File: src/rtl/bram_dbg_pkg.sv
// Shared types for the BRAM debug sequencer: command encoding,
// sequencer states and the word-size helper.
package bram_dbg_pkg;

    typedef enum logic [1:0] {
        OP_LOAD  = 2'b00,
        OP_DUMP  = 2'b01,
        OP_RUN   = 2'b10,
        OP_CLEAR = 2'b11
    } op_e;

    typedef enum logic [2:0] {
        S_IDLE,
        S_LOAD,
        S_CLEAR,
        S_DRD,
        S_DOUT,
        S_RST_HOLD,
        S_RUN
    } state_e;

    function automatic int bytes_per_word(input int dataW);
        return dataW / 8;
    endfunction

endpackage

File: src/rtl/bram_dbg_chan_mux.sv
// Steers A2/WD2/WE2 onto the selected BRAM debug port and
// selects its RD2 into a capture register.
module bram_dbg_chan_mux
    import bram_dbg_pkg::*;
#(
    parameter int CHANNELS = 2,
    parameter int DATA_W   = 32,
    parameter int ADDR_W   = 32,
    parameter int CW       = 1
) (
    input  logic                     CPU_CLK,
    input  logic                     CPU_RST,
    input  logic [CW-1:0]            chan,
    input  logic                     drive,
    input  logic [ADDR_W-1:0]        a2,
    input  logic [DATA_W-1:0]        wd2,
    input  logic [DATA_W/8-1:0]      we2,
    input  logic                     capture,
    output logic [CHANNELS*ADDR_W-1:0]   dbgA2,
    output logic [CHANNELS*DATA_W-1:0]   dbgWd2,
    output logic [CHANNELS*DATA_W/8-1:0] dbgWe2,
    input  logic [CHANNELS*DATA_W-1:0]   dbgRd2,
    output logic [DATA_W-1:0]        rdData
);

    localparam int BW = DATA_W / 8;

    logic [DATA_W-1:0] rdSel;

    always_comb begin
        dbgA2  = '0;
        dbgWd2 = '0;
        dbgWe2 = '0;
        rdSel  = '0;
        for (int c = 0; c < CHANNELS; c++) begin
            if (int'(chan) == c) begin
                rdSel = dbgRd2[c*DATA_W +: DATA_W];
                if (drive) begin
                    dbgA2[c*ADDR_W +: ADDR_W]  = a2;
                    dbgWd2[c*DATA_W +: DATA_W] = wd2;
                    dbgWe2[c*BW +: BW]         = we2;
                end
            end
        end
    end

    always_ff @(posedge CPU_CLK or negedge CPU_RST) begin
        if (!CPU_RST) begin
            rdData <= '0;
        end else if (capture) begin
            rdData <= rdSel;
        end
    end

endmodule

File: src/rtl/bram_debug_sequencer.sv
// LOAD/DUMP/CLEAR/RUN sequencer for the BRAM debug ports,
// owning the RV32Core reset while it runs.
module bram_debug_sequencer
    import bram_dbg_pkg::*;
#(
    parameter int CHANNELS   = 2,
    parameter int WORDS      = 4096,
    parameter int DATA_W     = 32,
    parameter int ADDR_W     = 32,
    parameter int READ_LAT   = 1,
    parameter int RST_CYCLES = 5,
    parameter int RUN_CYCLES = 200000,
    localparam int CW = (CHANNELS > 1) ? $clog2(CHANNELS) : 1,
    localparam int LW = $clog2(WORDS) + 1
) (
    input  logic                         CPU_CLK,
    input  logic                         CPU_RST,
    input  logic                         cmd_valid,
    output logic                         cmd_ready,
    input  logic [1:0]                   cmd_op,
    input  logic [CW-1:0]                cmd_chan,
    input  logic [LW-1:0]                cmd_len,
    input  logic                         in_valid,
    output logic                         in_ready,
    input  logic [DATA_W-1:0]            in_data,
    input  logic                         in_last,
    output logic                         out_valid,
    input  logic                         out_ready,
    output logic [DATA_W-1:0]            out_data,
    output logic [ADDR_W-1:0]            out_addr,
    output logic                         out_last,
    output logic [CHANNELS*ADDR_W-1:0]   dbg_a2,
    output logic [CHANNELS*DATA_W-1:0]   dbg_wd2,
    output logic [CHANNELS*DATA_W/8-1:0] dbg_we2,
    input  logic [CHANNELS*DATA_W-1:0]   dbg_rd2,
    output logic                         core_rst,
    output logic                         busy,
    output logic                         done,
    output logic                         short_load
);

    localparam int BPW = bytes_per_word(DATA_W);
    localparam int TW  = 32;

    state_e            st, stN;
    logic [CW-1:0]     chanQ, chanN;
    logic [LW-1:0]     lenQ, lenN, cnt, cntN, cntInc, effLen;
    logic [ADDR_W-1:0] addr, addrN, addrInc, outAddr, outAddrN;
    logic [TW-1:0]     tmr, tmrN;
    logic              coreRst, coreRstN, shortQ, shortN;
    logic              outLast, outLastN, doneQ, doneN;
    logic              drive, capture;
    logic [DATA_W-1:0] wd;
    logic [BPW-1:0]    we;

    assign cntInc  = cnt + LW'(1);
    assign addrInc = addr + ADDR_W'(BPW);
    // Zero or oversized lengths mean a full BRAM, so addresses never wrap.
    assign effLen  = (cmd_len == '0 || cmd_len > LW'(WORDS)) ?
                     LW'(WORDS) : cmd_len;

    always_comb begin
        stN      = st;
        chanN    = chanQ;
        lenN     = lenQ;
        cntN     = cnt;
        addrN    = addr;
        tmrN     = tmr;
        coreRstN = coreRst;
        shortN   = shortQ;
        outAddrN = outAddr;
        outLastN = outLast;
        doneN    = 1'b0;
        drive    = 1'b0;
        capture  = 1'b0;
        wd       = '0;
        we       = '0;
        unique case (st)
            S_IDLE: begin
                if (cmd_valid) begin
                    chanN    = cmd_chan;
                    lenN     = effLen;
                    cntN     = '0;
                    addrN    = '0;
                    tmrN     = '0;
                    coreRstN = 1'b1;
                    unique case (op_e'(cmd_op))
                        OP_LOAD: begin
                            stN    = S_LOAD;
                            shortN = 1'b0;
                        end
                        OP_DUMP:  stN = S_DRD;
                        OP_RUN:   stN = S_RST_HOLD;
                        OP_CLEAR: stN = S_CLEAR;
                    endcase
                end
            end
            S_LOAD: begin
                drive = 1'b1;
                if (in_valid) begin
                    we    = '1;
                    wd    = in_data;
                    addrN = addrInc;
                    cntN  = cntInc;
                    if (cntInc == lenQ || in_last) begin
                        stN   = S_IDLE;
                        doneN = 1'b1;
                        if (cntInc < lenQ) shortN = 1'b1;
                    end
                end
            end
            S_CLEAR: begin
                drive = 1'b1;
                we    = '1;
                addrN = addrInc;
                cntN  = cntInc;
                if (cntInc == lenQ) begin
                    stN   = S_IDLE;
                    doneN = 1'b1;
                end
            end
            S_DRD: begin
                drive = 1'b1;
                if (tmr == TW'(READ_LAT - 1)) begin
                    capture  = 1'b1;
                    outAddrN = addr;
                    outLastN = (cntInc == lenQ);
                    tmrN     = '0;
                    stN      = S_DOUT;
                end else begin
                    tmrN = tmr + TW'(1);
                end
            end
            S_DOUT: begin
                drive = 1'b1;
                if (out_ready) begin
                    if (outLast) begin
                        stN   = S_IDLE;
                        doneN = 1'b1;
                    end else begin
                        addrN = addrInc;
                        cntN  = cntInc;
                        stN   = S_DRD;
                    end
                end
            end
            S_RST_HOLD: begin
                if (tmr == TW'(RST_CYCLES - 1)) begin
                    tmrN     = '0;
                    coreRstN = 1'b0;
                    stN      = S_RUN;
                end else begin
                    tmrN = tmr + TW'(1);
                end
            end
            S_RUN: begin
                if (tmr == TW'(RUN_CYCLES - 1)) begin
                    stN   = S_IDLE;
                    doneN = 1'b1;
                end else begin
                    tmrN = tmr + TW'(1);
                end
            end
            default: stN = S_IDLE;
        endcase
    end

    always_ff @(posedge CPU_CLK or negedge CPU_RST) begin
        if (!CPU_RST) begin
            st      <= S_IDLE;
            chanQ   <= '0;
            lenQ    <= '0;
            cnt     <= '0;
            addr    <= '0;
            tmr     <= '0;
            coreRst <= 1'b1;
            shortQ  <= 1'b0;
            outAddr <= '0;
            outLast <= 1'b0;
            doneQ   <= 1'b0;
        end else begin
            st      <= stN;
            chanQ   <= chanN;
            lenQ    <= lenN;
            cnt     <= cntN;
            addr    <= addrN;
            tmr     <= tmrN;
            coreRst <= coreRstN;
            shortQ  <= shortN;
            outAddr <= outAddrN;
            outLast <= outLastN;
            doneQ   <= doneN;
        end
    end

    bram_dbg_chan_mux #(
        .CHANNELS (CHANNELS),
        .DATA_W   (DATA_W),
        .ADDR_W   (ADDR_W),
        .CW       (CW)
    ) u_mux (
        .CPU_CLK (CPU_CLK),
        .CPU_RST (CPU_RST),
        .chan    (chanQ),
        .drive   (drive),
        .a2      (addr),
        .wd2     (wd),
        .we2     (we),
        .capture (capture),
        .dbgA2   (dbg_a2),
        .dbgWd2  (dbg_wd2),
        .dbgWe2  (dbg_we2),
        .dbgRd2  (dbg_rd2),
        .rdData  (out_data)
    );

    assign cmd_ready  = (st == S_IDLE);
    assign busy       = (st != S_IDLE);
    assign in_ready   = (st == S_LOAD);
    assign out_valid  = (st == S_DOUT);
    assign out_addr   = outAddr;
    assign out_last   = outLast && (st == S_DOUT);
    assign core_rst   = coreRst;
    assign done       = doneQ;
    assign short_load = shortQ;

endmodule
File: config.mk
export PLATFORM = sky130hd
export DESIGN_NAME = bram_debug_sequencer
export DESIGN_NICKNAME = d
export VERILOG_FILES = /design/src/rtl/bram_dbg_pkg.sv /design/src/rtl/bram_dbg_chan_mux.sv /design/src/rtl/bram_debug_sequencer.sv
export SDC_FILE = /design/constraint.sdc
export NUM_CORES = 1
export LEC_CHECK = 0
export ABC_AREA = 1
export CORE_ASPECT_RATIO = 1.2
export CORE_UTILIZATION = 35
export CTS_CLUSTER_SIZE = 8
export DETAILED_ROUTE_END_ITERATION = 16
export GPL_TIMING_DRIVEN = 0
export PLACE_DENSITY = 0.75
export REMOVE_ABC_BUFFERS = 1
export SKIP_CTS_REPAIR_TIMING = 1
export SLEW_MARGIN = 20
export SYNTH_ARGS = -nofsm -noshare
export SYNTH_HDL_FRONTEND = slang
export SYNTH_HIERARCHICAL = 1
export SYNTH_SLANG_ARGS = --single-unit
File: constraint.sdc
create_clock -name CPU_CLK -period 2.34 [get_ports CPU_CLK]
set_input_delay 0.468 -clock CPU_CLK [delete_from_list [all_inputs] [get_ports CPU_CLK]]
set_output_delay 0.468 -clock CPU_CLK [all_outputs]
set_load 0.01 [all_outputs]
=== Word level (Yosys, flattened, before mapping) ===
Index checks and enable logic that the tools add are counted.

* Add/sub/neg operators: 3
* Multiply operators: 0
* Div/mod/pow operators: 0
* Magnitude comparators: 2
* Equal/unequal tests: 24
* Shifts and indexed selects: 0
* Muxes and demuxes: 59
* Bitwise logic cells: 0
* Reductions and logical operators: 20

{| class="wikitable"
|+ Operators by type and width
! cell !! count
|-
| $mux W32 || 16
|-
| $pmux W32 S4 || 2
|-
| $mux W13 || 5
|-
| $pmux W13 S4 || 1
|-
| $add A32 B1 Y32 const B || 1
|-
| $add A32 B3 Y32 const B || 1
|-
| $eq A32 B18 Y1 const B || 1
|-
| $eq A32 B3 Y1 const B || 1
|-
| $logic_not A32 Y1 || 1
|-
| $mux W3 || 8
|-
| $pmux W3 S7 || 1
|-
| $mux W1 || 16
|-
| $mux W4 || 4
|-
| $ne A2 B2 Y1 const B || 8
|-
| $add A13 B1 Y13 const B || 1
|-
| $eq A13 B13 Y1 || 1
|-
| $gt A13 B13 Y1 const B || 1
|-
| $logic_not A13 Y1 || 1
|-
| $lt A13 B13 Y1 || 1
|-
| $pmux W3 S4 || 1
|-
| $eq A3 B3 Y1 const B || 3
|-
| $ne A2 B1 Y1 const B || 4
|-
| $pmux W4 S2 || 1
|-
| $reduce_and A8 Y1 || 1
|-
| other kinds (19) || 27
|}

* Register bits: 162
* Latch bits: 0
* Bits in writable memories: 0
* ROM bits: 0
* Bits of input ports: 118
* Output and inout bits: 208
* Logic and storage cells: 120
* Memories kept: 0

=== Depth between registers and ports, before layout ===
Gate-level depths: netlist (run 1).

* Depth after elaboration: 6
* Depth in mapped cells: 20
* Depth with buffers taken out: 20

=== Cells and area by module ===
The synthesis (run 1) kept the hierarchy.

{| class="wikitable"
|+ Modules (own cells, without submodules)
! module !! instances !! cells each !! area an instance (um2) !! seq. area each (um2)
|-
| bram_debug_sequencer || 1 || 1182 || 8046.5 || 3154.3
|-
| bram_dbg_chan_mux || 1 || 505 || 3060.4 || 800.8
|}

=== Least setup slack after synthesis (run 1) ===
OpenSTA, ideal clock, no wires.

* Path kind: reg2out
* Start point: register st[2]
* End point: output port dbg_a2[30]
* Data arrival time: 2047 ps
* Required time: 1872 ps
* Slack: -175 ps
* Cell stages (with the launch flop): 13
* Buffers on the path: 3
* Cells stage by stage: dfrtp_1 > inv_2 > nand2_1 > nor2_2 > inv_1 > nand3_2 > buf_2 > inv_1 > nand2_1 > inv_2 > buf_6 > buf_4 > nor3_1

* Longest elaborated chain between the ends: 5
* Elaborated cells between the ends (all ways): 8
* Classes of those cells: eq/ne (4); mux (3); reduce/logical (1)

{| class="wikitable"
|+ Ends and longest elaborated chain
! what !! RTL line !! RTL
|-
| start: declaration || bram_debug_sequencer.sv:45 || <nowiki>state_e st, stN;</nowiki>
|-
| start signal: assignment || bram_debug_sequencer.sv:182 || <nowiki>st <= stN;</nowiki>
|-
| $eq A3 B1 Y1 || n/a ||
|-
| net in_ready || bram_debug_sequencer.sv:24 || <nowiki>output logic in_ready,</nowiki>
|-
| $reduce_or A4 Y1 (no source line) || n/a ||
|-
| $mux W1 || bram_debug_sequencer.sv:78 || <nowiki>unique case (st)</nowiki>
|-
| net drive || bram_debug_sequencer.sv:52 || <nowiki>logic drive, capture;</nowiki>
|-
| $mux W32 || bram_dbg_chan_mux.sv:38 || <nowiki>if (drive) begin</nowiki>
|-
| $mux W32 || bram_dbg_chan_mux.sv:36 || <nowiki>if (int'(chan) == c) begin</nowiki>
|-
| end: declaration || bram_debug_sequencer.sv:32 || <nowiki>output logic [CHANNELS*ADDR_W-1:0] dbg_a2,</nowiki>
|}

The timed path passes the listed nets, and every way through them passes these cells.

=== Final worst setup path (run 1) ===
* Start point: register st[1]
* End point: output port dbg_wd2[22]

* Longest elaborated chain between the ends: 5
* Elaborated cells between the ends (all ways): 9
* Classes of those cells: eq/ne (4); mux (4); reduce/logical (1)

{| class="wikitable"
|+ Ends and longest elaborated chain
! what !! RTL line !! RTL
|-
| $eq A3 B1 Y1, or another cell as far along || bram_debug_sequencer.sv:78 ||
|-
| $reduce_or A4 Y1 (no source line) * || n/a ||
|-
| $mux W1 * || bram_debug_sequencer.sv:78 ||
|-
| net drive || bram_debug_sequencer.sv:52 ||
|-
| $mux W32 * || bram_dbg_chan_mux.sv:38 ||
|-
| $mux W32 * || bram_dbg_chan_mux.sv:36 ||
|-
| end: declaration || bram_debug_sequencer.sv:33 || <nowiki>output logic [CHANNELS*DATA_W-1:0] dbg_wd2,</nowiki>
|}

Mark *: on every way through the listed nets, which the timed path passes. The rest lies on a longest branch.

==> flow_summary.toml, run 1 <==
[cts]
cts-htree-levels = 4
tritoncts = "done"
clk_pin_slew_ns = 0.06
clkLatencyLatePin_ns = 0.44
clock_path_buffers = 2
cts.sinks = 158
cts_buffers = 17
root_buffer = "clkbuf_16"

[floorplan]
die_y_um = 197
core-area_mm2 = 0.0313
ios = 326
design.die.area_mm2 = 0.0325
die_w_um = 165
initial_core_util_pct = 35.5
rows = 71

[drt]
viasPerCell = 5.19
vias = 12500
firstDrtPassIters = 6
drc_errors = 0
drtIter0Drc = 796
postRouteAntennaNets = 0
routedWlPerCell_um = 17.6
drt-total-wl_mm = 42.3

[power]
vdd.ir_drop.worst_uv = 995
power.density_mw_per_mm2 = 977
fin_total_pwr_uw = 15400
leakagePower_uw = 0.00760

[timing]
drv_slew = 0
final.setup_skew_ns = 0.0153
max_freq_ghz = 0.341
timing.final.crit_share_pct = 125
setup_viol = 218
min_period_ns = 2.93
setup_ws_ns = -0.589
timing.hold.ws_ns = -0.00400
slew_headroom_pct = 41.4
hold_violations = 1
rsz0062_at_grt = "true"
tightest_slew_ns = 0.879

[synthesis]
yosysWarningCount = 6
synth_cell_types = 42
seq_area_frac_synth_pct = 35.6
avgSynthCellArea_um2 = 6.58
netlist_instances = 1687
ys_ff_latch = 158
synth_area_mm2 = 0.0111

[critical_path]
crit_type = "reg -> out"
crit_arrival_ns = 2.46
end_kind = "output pin"
crit_path_start = "st[1]"
r2r-start = "cnt[0]"
crit_fanout = 12
worstSetupStartpointType = "flip-flop"
crit_required_ns = 1.87

[cells_and_area]
nets = 2129
final_common_cell = "nand2_1"
diodes = 0
nFillCells = 3018
design_area_mm2 = 0.0158
syn_to_final_growth_pct = 42.4
final_cell_mix = "nand2_1 (473), inv_1 (253), clkdlybuf4s50_1 (185)"
regArea_mm2 = 0.00397
drive_gt1_share_pct = 18.2
multi_input_area_mm2 = 0.00631

[global_route]
grt_max_degree = 99
overflow = 0
antenna_found_initial = 0
grt_pass1_vias = 11200
track_usage_pct = 22.1
grt_first_pass_wirelength_mm = 56.7

[run]
maxCapViolCount = 0

[place]
hpwlAfterDp_mm = 27.1
dpl_cell_area_mm2 = 0.0146
place_congestion = 0.917
io_buffers = 319

[worst_hold_path]
hold_class = "in -> async"

[run_status]
status = "finished with violations"
violations = "negative hold slack, negative setup slack"
## cell usage after synthesis, drive strengths merged
cell       n  area share (%)
nor2     164             5.8
ha        18             2.0
a21boi     1            0.10
conb       1           0.034
nor3     160             9.0
o31ai      4            0.27
dfstp      1            0.24
inv      274             9.3
buf       64             3.3
o21ai     95             4.3
xor2      21             1.7
o311ai     4            0.32
o22ai      9            0.56
clkbuf    20            0.68
nand2    486              17
dfrtp    157              35
xnor2      1           0.079
a22oi      1           0.068
a31oi      6            0.34
o2111ai    1           0.079
a31o       1           0.079
nand3    137             6.4
a21oi     11            0.50
or2        1           0.056
nor4       1           0.056
o211ai    12            0.81
a21o       1           0.068
nand4     35             2.0
## area by class of cell
| type | instances | area share (%) |
|---|---|---|
| Clock inverter | 11 | 0.696 |
| Timing Repair inverter | 5 | 0.317 |
| Multi-Input combinational cell | 1175 | 39.9 |
| Tap cell | 401 | 3.17 |
| Sequential cell | 158 | 25.1 |
| Timing Repair Buffer | 362 | 21.1 |
| Inverter | 274 | 6.94 |
| Clock buffer | 20 | 2.82 |
## worst max-delay path: stages (launching register included)
cell	delay [ns]
dfrtp_2	0.47
inv_4	0.11
nand2_4	0.06
nor2_4	0.24
clkinv_8	0.10
nand3_4	0.11
inv_4	0.05
nand2_8	0.12
buf_4	0.21
inv_8	0.08
nor3_2	0.26
dlymetal6s2s_1	0.20
## final timing paths
kind,slack [ns],cells after the start,to
max,-0.59,11,dbg_wd2[22]
min,-0.004,1,tmr[28]
max reg2reg,-0.29,19,st[2]
min reg2reg,0.48,2,u_mux/rdData[12]
max in group asynchronous,1.48,2,out_addr[31]
min in group CPU_CLK,0.48,2,u_mux/rdData[12]
## registers in the layout, summed over array words and instances, names as in the netlist
name	count
addr	30
chanQ	1
cnt	13
core_rst	1
done	1
lenQ	13
outLast	1
out_addr	30
short_load	1
st	3
tmr	32
u_mux/rdData	32
## per-layer routing
layer	up-vias	share of wire, %	global-route usage [%]
li1	5957	-	-
met1	5902	39	26.6
met2	527	50	38.7
met3	103	7.5	4.43
met4	0	3.4	8.12
met5	-	0	0
## power breakdown
group / leakage (µW) / switching (µW) / internal (µW)
Sequential: 0.00211 / 446 / 3270
Combinational: 0.00524 / 5800 / 3210
Clock: 0.000252 / 1220 / 1500
Total: 0.00760 / 7470 / 7980
## kinds of logic (layout without fill, tap and decap cells)
| group | Yosys count | after routing | synth area share (%) |
|---|---|---|---|
| and+or+nand+nor | 984 | 985 | 39.9 |
| buffers and inverters | 358 | 672 | 13.2 |
| DFF | 158 | 158 | 35.6 |
| AOI/OAI and AO/OA | 146 | 146 | 7.47 |
| xor gates and xnor gates | 22 | 22 | 1.73 |
| adders and majority gates | 18 | 18 | 2.03 |
| other | 1 | 4 | 0.0338 |
## stage by stage
stage,utilization (%),setup TNS (ns),setup slack (ns),instances
after CTS,48.4,-323.41,-2.37,2364
after global routing,50.6,-96.99,-0.680,2406
after detailed placement,46.6,-257.11,-1.90,2333
after global placement,46.0,-1747.28,-6.08,2326
after floorplan,-,-312.08,-2.32,1606
final,50.6,-70.84,-0.589,2406
(Power assumes the default switching activity.)
==> run 2, diff against run 1 <==
--- a/config.mk
+++ b/config.mk
@@ -7,6 +7,7 @@
 export LEC_CHECK = 0
 export ABC_AREA = 1
 export CORE_ASPECT_RATIO = 1.2
+export CORE_MARGIN = 2
 export CORE_UTILIZATION = 35
 export CTS_CLUSTER_SIZE = 8
 export DETAILED_ROUTE_END_ITERATION = 16
==> run 2 against run 1 <==
Against the previous run:
- the run ends with negative setup slack left
- combinational power rose by 2%
- final area is 2.0% higher
- clock skew is 0.0013 ns lower
- sequential power hardly changed
- highest routed layer unchanged
- maximum frequency grew 3.4%
==> flow_summary.toml, run 2 (synthesized netlist as in run 1, its figures left out) <==
[run_status]
status = "finished with violations"
violations = "negative setup slack"

[timing]
setup_viol = 198
min_period_ns = 2.83
slew_headroom_pct = 42.3
final.setup_skew_ns = 0.0140
hold_violations = 0
max_freq_ghz = 0.353
fin_setup_tns_ns = -64.51
tightest_slew_ns = 0.865
timing.hold.ws_ns = 0.0467
rsz0062_at_grt = "true"
timing.final.crit_share_pct = 121
drv_slew = 0
setup_ws_ns = -0.493

[critical_path]
crit_required_ns = 1.87
reg2reg_depth = 20
slowest_stage = "dfrtp_2"
crit_fanout = 11
slowest_delay_ns = 0.46
end_kind = "output pin"
worstSetupStartpointType = "flip-flop"
path_cells = "inv_4 -> nand2_4 -> nor2_4 -> clkinv_8 -> nand3_4 -> inv_2 -> nand2_4 -> buf_12 -> clkinv_16 -> buf_12 -> nor3_2 -> buf_2"
crit_type = "reg -> out"
crit_arrival_ns = 2.36

[cells_and_area]
reg.largest.list = "tmr x32, u_mux/rdData x32"
nets = 2137
syn_to_final_growth_pct = 45.2
final_common_cell = "nand2_1"
drive_gt1_share_pct = 20.1
final_cell_mix = "nand2_1 (468), inv_1 (251), clkdlybuf4s50_1 (185)"
diodes = 0

[drt]
vias = 12600
routedWlPerCell_um = 17.5
viasPerCell = 5.21
drc_errors = 0
drt-total-wl_mm = 42.4
postRouteAntennaNets = 0
firstDrtPassIters = 6
drtIter0Drc = 960

[worst_hold_path]
hold_class = "in -> async"

[place]
hpwlAfterDp_mm = 27.2
place_congestion = 0.895
io_buffers = 319
dp_slack_ns = -1.69

[floorplan]
core-area_mm2 = 0.0313
ios = 326
design.die.area_mm2 = 0.0332
die_w_um = 167
die_y_um = 199
initial_core_util_pct = 35.5
rows = 71

[global_route]
track_usage_pct = 21.7
grt.met3_usage_pct = 3.98
antenna_found_initial = 0
overflow = 0
grt_pass1_vias = 11600
grt_use_met1_pct = 25.7
busiest_layer = "met2"
gr-usage-met2_pct = 38.9
grt_first_pass_wirelength_mm = 58.5
grt_max_degree = 91

[cts]
cts_buffers = 17
cts.sinks = 158
clkLatencyLatePin_ns = 0.45
root_buffer = "clkbuf_16"
clk_pin_slew_ns = 0.07
tritoncts = "done"
clock_path_buffers = 2
cts-htree-levels = 4

[power]
fin_total_pwr_uw = 15700
vdd.ir_drop.worst_uv = 1150
power.density_mw_per_mm2 = 976
leakagePower_uw = 0.00771

[run]
maxCapViolCount = 0
[run 2: cell types whose count changed in the layout (fill, tap and decap cells not counted), sizes merged]
| cell | delta |
|---|---|
| dlymetal6s2s | -1 |
| clkbuf | -8 |
| clkinv | +4 |
| inv | +3 |
| buf | +15 |
| clkinvlp | -4 |
[run 2: area by class of cell]
type	count	area (µm²)
fill	2982	15100
multi-input combinational	1175	6580
sequential	158	3960
timing repair buffer	369	3330
inverter	274	1090
tap	401	502
clock buffer	19	443
clock inverter	13	129
timing repair inverter	6	82.6
[run 2: path summary, 6_finish.rpt]
check	end	slack, ns	start
worst max-delay path	dbg_wd2[52]	-0.49	st[1]
worst min-delay path	done	0.05	CPU_RST
worst max register to register	st[2]	-0.34	cnt[1]
worst min register to register	u_mux/rdData[17]	0.48	u_mux/rdData[17]
max in group asynchronous	addr[14]	1.45	CPU_RST
min in group CPU_CLK	u_mux/rdData[17]	0.48	u_mux/rdData[17]
[run 2: metrics by stage]
| step | cells | cell area (µm²) | utilization (%) |
|---|---|---|---|
| after floorplan | 1606 | 10700 | - |
| after global placement | 2326 | 14400 | 46.0 |
| after detailed placement | 2333 | 14600 | 46.6 |
| after CTS | 2365 | 15100 | 48.4 |
| after global routing | 2415 | 16100 | 51.6 |
| final | 2415 | 16100 | 51.6 |
[run 2: power by group]
group | leakage (µW) | total, µW | switching (µW) | internal, µW
Combinational | 0.00532 | 9210 | 6030 | 3190
Clock | 0.000276 | 2800 | 1280 | 1520
Sequential | 0.00211 | 3730 | 458 | 3270
Total | 0.00771 | 15700 | 7770 | 7970
[run 2: per-layer routing]
layer / wire (µm) / part of all wire, %
met5: 0 / 0
met4: 1860 / 4.4
met3: 3240 / 7.6
met1: 16000 / 38
met2: 21200 / 50
[run 2: worst max-delay path: cells and delay by family, from the launching register on]
kind	cells	cell delay, ns
buffers and inverters	7	0.82
and+or+nand+nor	5	0.61
DFF	1	0.46
==> run 3, diff against run 2 <==
--- a/config.mk
+++ b/config.mk
@@ -9,6 +9,7 @@
 export CORE_ASPECT_RATIO = 1.2
 export CORE_MARGIN = 2
 export CORE_UTILIZATION = 35
+export CTS_CLUSTER_DIAMETER = 40
 export CTS_CLUSTER_SIZE = 8
 export DETAILED_ROUTE_END_ITERATION = 16
 export GPL_TIMING_DRIVEN = 0
@@ -20,3 +21,4 @@
 export SYNTH_HDL_FRONTEND = slang
 export SYNTH_HIERARCHICAL = 1
 export SYNTH_SLANG_ARGS = --single-unit
+export TNS_END_PERCENT = 10
==> run 3 against run 2 <==
Against the previous run:
- the run still ends with negative setup slack left
- sequential share of layout area increased by 0.11 points
- sequential power is essentially flat
- final area fell by 0.44%
- hold slack hardly changed
- largest cell class unchanged
- highest routed layer is now met5
==> flow_summary.toml, run 3 (synthesized netlist as in run 1, its figures left out) <==
[run_status]
status = "finished with violations"
violations = "negative setup slack"

[drt]
dr_wl_met2_mm = 21.2
vias = 12500
routedWlPerCell_um = 17.4
drc_errors = 0
postRouteAntennaNets = 0
drt-met1-wl_mm = 16.1
viasPerCell = 5.17
top_layer = "met5"
drt-total-wl_mm = 41.9
wl_met3_mm = 3.05
drtIter0Drc = 996
firstDrtPassIters = 7

[timing]
tightest_slew_ns = 0.860
hold_violations = 0
setup_viol = 207
min_period_ns = 2.84
timing.hold.ws_ns = 0.0465
slew_headroom_pct = 42.7
rsz0062_at_grt = "true"
timing.final.crit_share_pct = 121
final.setup_skew_ns = 0.0127
max_freq_ghz = 0.353
setup_ws_ns = -0.495
drv_slew = 0

[floorplan]
ios = 326
die_w_um = 167
core-area_mm2 = 0.0313
design.die.area_mm2 = 0.0332
rows = 71
die_y_um = 199
initial_core_util_pct = 35.5

[critical_path]
rrSetupSlack_ns = -0.35
crit_type = "reg -> out"
crit_fanout = 11
slowest_stage = "dfrtp_2"
end_kind = "output pin"
path_cells = "inv_4 -> nand2_4 -> nor2_4 -> clkinv_8 -> nand3_4 -> inv_2 -> nand2_4 -> buf_12 -> clkinv_16 -> buf_12 -> nor3_2 -> buf_2"
slowest_delay_ns = 0.46
crit_required_ns = 1.87
worstSetupStartpointType = "flip-flop"
crit_arrival_ns = 2.37

[power]
vdd.ir_drop.worst_uv = 1070
leakagePower_uw = 0.00779
power.switching_uw = 7470
power_frac_comb_pct = 57.8
p_seq_share_pct = 24.1
power.density_mw_per_mm2 = 962
switching_share_pct = 48.4
power.internal_uw = 7970
p_clk_share_pct = 18.1

[cells_and_area]
multi_input_area_mm2 = 0.00643
final_common_cell = "nand2_1"
nets = 2137
regArea_mm2 = 0.00396
nFillCells = 2990
final_cell_mix = "nand2_1 (468), inv_1 (252), clkdlybuf4s50_1 (185)"
reg.largest.list = "tmr x32, u_mux/rdData x32"
drive_gt1_share_pct = 19.2
stdcell_count = 2415
diodes = 0
syn_to_final_growth_pct = 44.5

[cts]
cts.sinks = 158
tritoncts = "done"
cts_buffers = 17
clkLatencyLatePin_ns = 0.45
root_buffer = "clkbuf_16"
clk_pin_slew_ns = 0.06
cts-htree-levels = 4
clock_path_buffers = 2

[global_route]
antenna_found_initial = 1
overflow = 0
grt_max_degree = 91
grt_pass1_vias = 11600
track_usage_pct = 21.7
grt_first_pass_wirelength_mm = 58.5

[place]
place_congestion = 0.895
io_buffers = 319
hpwlAfterDp_mm = 27.2
dp_cells = 2333

[run]
maxCapViolCount = 0

[worst_hold_path]
hold_class = "in -> async"
## run 3: final timing paths
check	from	endpoint	cells past startpoint
worst max-delay path	st[1]	dbg_wd2[52]	12
worst min-delay path	CPU_RST	done	1
worst max register to register	cnt[1]	st[2]	20
worst min register to register	u_mux/rdData[17]	u_mux/rdData[17]	2
max in group asynchronous	CPU_RST	addr[14]	2
min in group CPU_CLK	u_mux/rdData[17]	u_mux/rdData[17]	2
## run 3: area by class of cell
class                      instances  share of cell area (%)
clock inverter                    13                   0.803
timing repair inverter             5                   0.390
timing repair buffer             370                    21.4
sequential                       158                    24.7
tap                              401                    3.13
multi-input combinational       1175                    40.1
inverter                         274                    6.81
clock buffer                      19                    2.76
## run 3: layer usage
metal,up-vias,GRT usage [%]
met5,-,0
met4,2,9.04
met3,116,3.98
met2,542,38.9
met1,5849,25.7
li1,5977,-
## run 3: critical path, delay by kind of cell (launching register included)
kind | cells | cell delay (ns)
buffers and inverters | 7 | 0.83
AND/OR/NAND/NOR | 5 | 0.62
flip-flops | 1 | 0.46
## run 3: power by group through the flow
stage | sequential [µW] | clock (µW) | combinational (µW)
after detailed placement | 3830 | 0 | 6090
after global placement | 3890 | 0 | 5210
final | 3720 | 2790 | 8930
after global routing | 3790 | 2970 | 9540
after CTS | 3780 | 2860 | 6110
after floorplan | 3960 | 0 | 3090
## run 3: metrics by stage
stage / TNS [ns] / worst slack [ns] / instance area (µm²) / util [%] / power, µW
2_1_floorplan: -312.08 / -2.32 / 10700 / - / 7050
3_3_place_gp: -1732.97 / -5.97 / 14400 / 46.0 / 9100
3_5_place_dp: -271.07 / -1.69 / 14600 / 46.6 / 9910
4_1_cts: -336.11 / -2.17 / 15100 / 48.4 / 12700
5_1_grt: -89.42 / -0.581 / 16100 / 51.3 / 16300
6_report: -67.50 / -0.495 / 16100 / 51.3 / 15400
